**config.mk**
```make
export PLATFORM = sky130hd
export DESIGN_NAME = fir_stream_ctrl
export DESIGN_NICKNAME = d
export VERILOG_FILES = /design/src/rtl/fir_stream_ctrl.sv
export SDC_FILE = /design/constraint.sdc
export NUM_CORES = 1
export LEC_CHECK = 0
export CAP_MARGIN = 20
export CORE_UTILIZATION = 50
export CTS_CLUSTER_SIZE = 25
export DETAILED_ROUTE_END_ITERATION = 7
export PLACE_DENSITY = 0.8
export SYNTH_ARGS = -nofsm -noshare
export SYNTH_HDL_FRONTEND = slang
export SYNTH_SLANG_ARGS = --single-unit
```
**constraint.sdc**
```tcl
create_clock -name clk -period 4.8 [get_ports clk]
set_input_delay 1.2 -clock clk [delete_from_list [all_inputs] [get_ports clk]]
set_output_delay 1.2 -clock clk [all_outputs]
set_load 0.01 [all_outputs]
```
**src/rtl/fir_stream_ctrl.sv**
```systemverilog
// Stream controller at both ends of the systolic dsp_slice FIR chain.
// Input credits keep every tagged result inside the output FIFO.
module fir_stream_ctrl #(
   parameter int unsigned TAPS    = 4,
   parameter int unsigned LATENCY = 7,
   parameter int unsigned SHIFT   = 2,
   parameter int unsigned DEPTH   = 4
) (
   input  logic                clk,
   input  logic                rst_n,
   input  logic                in_valid,
   output logic                in_ready,
   input  logic [3:0]          in_sample,
   output logic [3:0]          chain_sample,
   output logic [11:0]         chain_accum,
   input  logic [11:0]         chain_accum_ret,
   output logic [8*TAPS-1:0]   coeff_bus,
   input  logic                cfg_we,
   input  logic [2:0]          cfg_addr,
   input  logic [7:0]          cfg_data,
   input  logic                sat_clr,
   output logic                out_valid,
   input  logic                out_ready,
   output logic [7:0]          out_data,
   output logic                sat_flag
);

   localparam int unsigned PW = $clog2(DEPTH);
   localparam int unsigned CW = $clog2(DEPTH + 1);
   localparam int unsigned TW = $clog2(LATENCY + 1);

   logic                r_ready;
   logic [LATENCY-1:0]  r_tag;
   logic [LATENCY-1:0]  w_tag_nxt;
   logic [TW-1:0]       w_inflight_nxt;
   logic [8*TAPS-1:0]   r_coeff;
   logic [7:0]          r_mem [DEPTH];
   logic [PW-1:0]       r_rd_ptr;
   logic [PW-1:0]       r_wr_ptr;
   logic [CW-1:0]       r_count;
   logic [CW-1:0]       w_count_nxt;
   logic                r_out_valid;
   logic [7:0]          r_out_data;
   logic [7:0]          w_head_nxt;
   logic                r_sat;
   logic                w_accept;
   logic                w_push;
   logic                w_pop;
   logic signed [12:0]  w_ext;
   logic signed [12:0]  w_rnd;
   logic signed [12:0]  w_q;
   logic [7:0]          w_res;
   logic                w_clamp;

   function automatic logic [TW-1:0] popcnt(input logic [LATENCY-1:0] v);
      logic [TW-1:0] n;
      n = '0;
      for (int unsigned i = 0; i < LATENCY; i++) begin
         n = n + TW'(v[i]);
      end
      return n;
   endfunction

   assign w_accept     = in_valid & r_ready;
   assign chain_sample = w_accept ? in_sample : 4'd0;
   assign chain_accum  = '0;
   assign w_push       = r_tag[LATENCY-1];
   assign w_pop        = r_out_valid & out_ready;
   assign w_tag_nxt    = {r_tag[LATENCY-2:0], w_accept};
   assign w_inflight_nxt = popcnt(w_tag_nxt);
   assign w_count_nxt  = r_count + CW'(w_push) - CW'(w_pop);

   assign in_ready  = r_ready;
   assign coeff_bus = r_coeff;
   assign out_valid = r_out_valid;
   assign out_data  = r_out_data;
   assign sat_flag  = r_sat;

   // Round half up, then clamp to the signed 8-bit range
   always_comb begin
      w_ext   = {chain_accum_ret[11], chain_accum_ret};
      w_rnd   = w_ext + 13'(1 << (SHIFT - 1));
      w_q     = w_rnd >>> SHIFT;
      w_res   = w_q[7:0];
      w_clamp = 1'b0;
      if (w_q > 13'sd127) begin
         w_res   = 8'h7F;
         w_clamp = 1'b1;
      end else if (w_q < -13'sd128) begin
         w_res   = 8'h80;
         w_clamp = 1'b1;
      end
   end

   // Next FIFO head: bypass a push into an (about to be) empty FIFO
   always_comb begin
      w_head_nxt = r_out_data;
      if (w_pop) begin
         if (r_count == CW'(1)) begin
            if (w_push) begin
               w_head_nxt = w_res;
            end
         end else begin
            w_head_nxt = r_mem[r_rd_ptr + PW'(1)];
         end
      end else if ((r_count == '0) && w_push) begin
         w_head_nxt = w_res;
      end
   end

   always_ff @(posedge clk or negedge rst_n) begin
      if (!rst_n) begin
         r_tag   <= '0;
         r_ready <= 1'b0;
      end else begin
         r_tag   <= w_tag_nxt;
         r_ready <= (32'(w_count_nxt) + 32'(w_inflight_nxt)) < 32'(DEPTH);
      end
   end

   always_ff @(posedge clk or negedge rst_n) begin
      if (!rst_n) begin
         r_coeff <= '0;
      end else if (cfg_we) begin
         for (int k = 0; k < int'(TAPS); k++) begin
            if (cfg_addr == 3'(k)) begin
               r_coeff[8*k +: 8] <= cfg_data;
            end
         end
      end
   end

   always_ff @(posedge clk) begin
      if (w_push) begin
         r_mem[r_wr_ptr] <= w_res;
      end
   end

   always_ff @(posedge clk or negedge rst_n) begin
      if (!rst_n) begin
         r_rd_ptr    <= '0;
         r_wr_ptr    <= '0;
         r_count     <= '0;
         r_out_valid <= 1'b0;
         r_out_data  <= '0;
      end else begin
         r_rd_ptr    <= r_rd_ptr + PW'(w_pop);
         r_wr_ptr    <= r_wr_ptr + PW'(w_push);
         r_count     <= w_count_nxt;
         r_out_valid <= (w_count_nxt != '0);
         r_out_data  <= w_head_nxt;
      end
   end

   // Clear wins over a same-cycle saturating push
   always_ff @(posedge clk or negedge rst_n) begin
      if (!rst_n) begin
         r_sat <= 1'b0;
      end else if (sat_clr) begin
         r_sat <= 1'b0;
      end else if (w_push && w_clamp) begin
         r_sat <= 1'b1;
      end
   end

endmodule

```
==> impl_metrics.json <==
{
  "power_density_nw_per_um2": 498,
  "vias_per_cell": 5.33,
  "cts_sinks": 89,
  "chipWidth_um": 91.6,
  "slew_headroom": 0.478,
  "core_um2": 7770,
  "post_synth.cell_area_avg_um2": 14.3,
  "tns_ps": 0,
  "syn_to_final_growth_pct": 25.1,
  "path_clk_slew_ps": 90,
  "status": "completed",
  "synth_top_area_frac": 0.355,
  "grt_pass1_vias": 2506,
  "fin_area_um2": 5030,
  "antenna_found_initial": 0,
  "drtPass1Iterations": 4,
  "grt_max_degree": 32,
  "rr_startpoint": "out_valid$_DFF_PN0_",
  "post-dp-hpwl_um": 5650,
  "post_cts_buffers": 0,
  "insertion_delay_ps": 350,
  "first_iter_violations": 70,
  "ir_drop_mv": 0.271,
  "ctsHtreeMaxLevel": 3,
  "synth_top_family_by_area": "multiplexers",
  "place.port_buffers": 78,
  "gr-total-overflow": 0,
  "yosysTopAreaCell": "dfrtp_1",
  "gp_congestion": 0.889,
  "dpl_cell_area_um2": 4850,
  "p_leak_nw": 2.03,
  "critPathLaunch": "out_ready",
  "fp.dieArea_um2": 8400,
  "row_count": 32,
  "ios": 92,
  "cp.required_ps": 5070,
  "cp_max_fo": 5,
  "drive_above_1_share": 0.189,
  "cts_tree": "built",
  "critPathKind": "input port to register",
  "setup_viol": 0,
  "period_minus_slack_ps": 3900,
  "synth_xor_area_frac": 0.0240,
  "max_cap_violations": 0,
  "track_usage": 0.196,
  "ys_seq_elements": 89,
  "synth_area_leaders": "dfrtp_1, edfxtp_1, mux2_2, mux4_2, ha_1",
  "drc": 0,
  "routed_wl_um": 7680,
  "worst_pin_slew_ps": 780,
  "hp-start": "r_tag[2]$_DFF_PN0_",
  "synth-adder-area-share": 0.0449,
  "grt_pass1_wl_um": 12600,
  "total_power_mw": 2.50,
  "yosysWarnings": 0,
  "postCtsHoldBufs": 0,
  "vias": 2514,
  "chipHeight_um": 91.6,
  "numCtsBuffers": 9,
  "nets": 410,
  "avgRoutedWirePerCell_um": 16.3,
  "synth_cell_types": 52,
  "fmax_ghz": 0.256,
  "clk_path_buf_depth": 2,
  "synth_compound_area_frac": 0.0632,
  "synth_cells": 280,
  "drtAntennaViolNets": 0,
  "fin_crit_sh": 0.813,
  "yosys.area_share.simple": 0.0931,
  "rsz0062_at_grt": "no",
  "start_util": 0.517,
  "syn_area_um2": 4020,
  "hold_viol": 0,
  "synth_seq_area_share": 0.594,
  "min_path_type": "register to register",
  "diodes": 0,
  "crit_arrival_ps": 4180,
  "root_buffer": "clkbuf_8",
  "skew_ps": 5.46,
  "maxSlewViolCount": 0,
  "timing.critical_path.from_type": "input port",
  "worst_setup_path_end_kind": "register",
  "synthMuxAreaShare": 0.140,
  "cts_resized": 0
}
-- metal layers --
layer,vias to the layer above,global-route usage,wire (µm)
met5,-,0,0
met2,78,0.323,3800
met4,0,0.0675,115
li1,1176,-,-
met1,1249,0.260,3450
met3,11,0.0390,324
-- flip-flops by register name, indices dropped and copies added, names as in the netlist --
signal / flops
coeff_bus: 32
sat_flag: 1
out_valid: 1
r_rd_ptr: 2
r_wr_ptr: 2
out_data: 8
r_tag: 7
r_mem: 32
in_ready: 1
r_count: 3
-- per-stage QoR --
stage,setup slack (ps),hold WS (ps),utilization,cells
2_1_floorplan,1260,354,-,291
3_3_place_gp,628,363,0.625,456
3_5_place_dp,506,369,0.625,456
4_1_cts,880,386,0.647,472
5_1_grt,669,392,0.647,472
6_report,895,389,0.647,472
-- cell type report --
cell class              count  area, µm²
clock buffers              11        135
multi-input cells         175       1510
inverters                  10       37.5
well taps                 102        128
flip-flops and latches     89       2390
fillers                   559       2740
repair buffers             80        791
clock inverters             5       37.5
-- kinds of logic (layout without fill, tap and decap cells) --
family / after synthesis / after routing
AOI/OAI and AO/OA: 32 / 32
muxes: 42 / 42
DFF: 89 / 89
buffers and inverters: 27 / 106
other: 1 / 12
xor gates and xnor gates: 11 / 11
adders and majority gates: 12 / 12
and+or+nand+nor: 66 / 66
-- critical path: stages --
cell,delay [ps]
clkdlybuf4s50_1,510
nand2_1,140
or2_2,330
nand2_1,70
ha_1,150
fa_1,460
ha_1,320
ha_1,300
ha_1,300
a31oi_1,190
nand2_1,70
o22ai_1,150
-- synth_stat cells (all sizes together) --
| library cell | instances |
|---|---|
| dfrtp | 57 |
| edfxtp | 32 |
| mux2 | 32 |
| nand2 | 17 |
| buf | 16 |
| inv | 10 |
| nor2 | 10 |
| ha | 8 |
| mux4 | 8 |
| nor2b | 8 |
| a21oi | 7 |
| xnor2 | 7 |
| a221o | 6 |
| and3 | 6 |
| nand3 | 6 |
| fa | 4 |
| o21ai | 4 |
| o31a | 4 |
| xor2 | 4 |
| a31oi | 3 |
| and2 | 3 |
| and2b | 2 |
| and4 | 2 |
| mux2i | 2 |
| nand4 | 2 |
| nor3 | 2 |
| nor3b | 2 |
| or3 | 2 |
| a21o | 1 |
| a221oi | 1 |
| a22o | 1 |
| and3b | 1 |
| clkbuf | 1 |
| conb | 1 |
| nand2b | 1 |
| o21a | 1 |
| o21bai | 1 |
| o22ai | 1 |
| o311ai | 1 |
| o32ai | 1 |
| or2 | 1 |
| or3b | 1 |
-- power breakdown --
part           total [mW]  internal, mW  switching (mW)
Sequential           1.13         0.980           0.148
Clock               0.457         0.198           0.260
Combinational       0.920         0.528           0.392
-- cells in the final DEF (no fill, tap or decap), types with 5 or more instances in the layout --
master | netlist | layout
a21oi_1 | 6 | 6
inv_1 | 10 | 10
ha_1 | 8 | 8
nand3_1 | 6 | 6
clkbuf_8 | 0 | 9
dfrtp_1 | 57 | 57
nand2_1 | 16 | 16
edfxtp_1 | 32 | 32
and3_1 | 5 | 5
nor2b_1 | 8 | 8
xnor2_1 | 7 | 7
conb_1 | 1 | 12
clkdlybuf4s50_1 | 0 | 77
mux4_2 | 8 | 8
a221o_1 | 6 | 6
nor2_1 | 10 | 10
mux2_2 | 32 | 32
-- worst paths after layout --
path	end	slack, ps	cells after the start
max in group asynchronous	out_data[1]$_DFFE_PN0P_	3110	2
worst max register to register	in_ready$_DFF_PN0_	1850	11
worst min-delay path	r_tag[3]$_DFF_PN0_	390	0
worst max-delay path	in_ready$_DFF_PN0_	900	12
min in group asynchronous	coeff_bus[10]$_DFFE_PN0P_	870	1
worst min register to register	r_tag[3]$_DFF_PN0_	390	0
No activity file was read; power rests on OpenSTA's default activity.
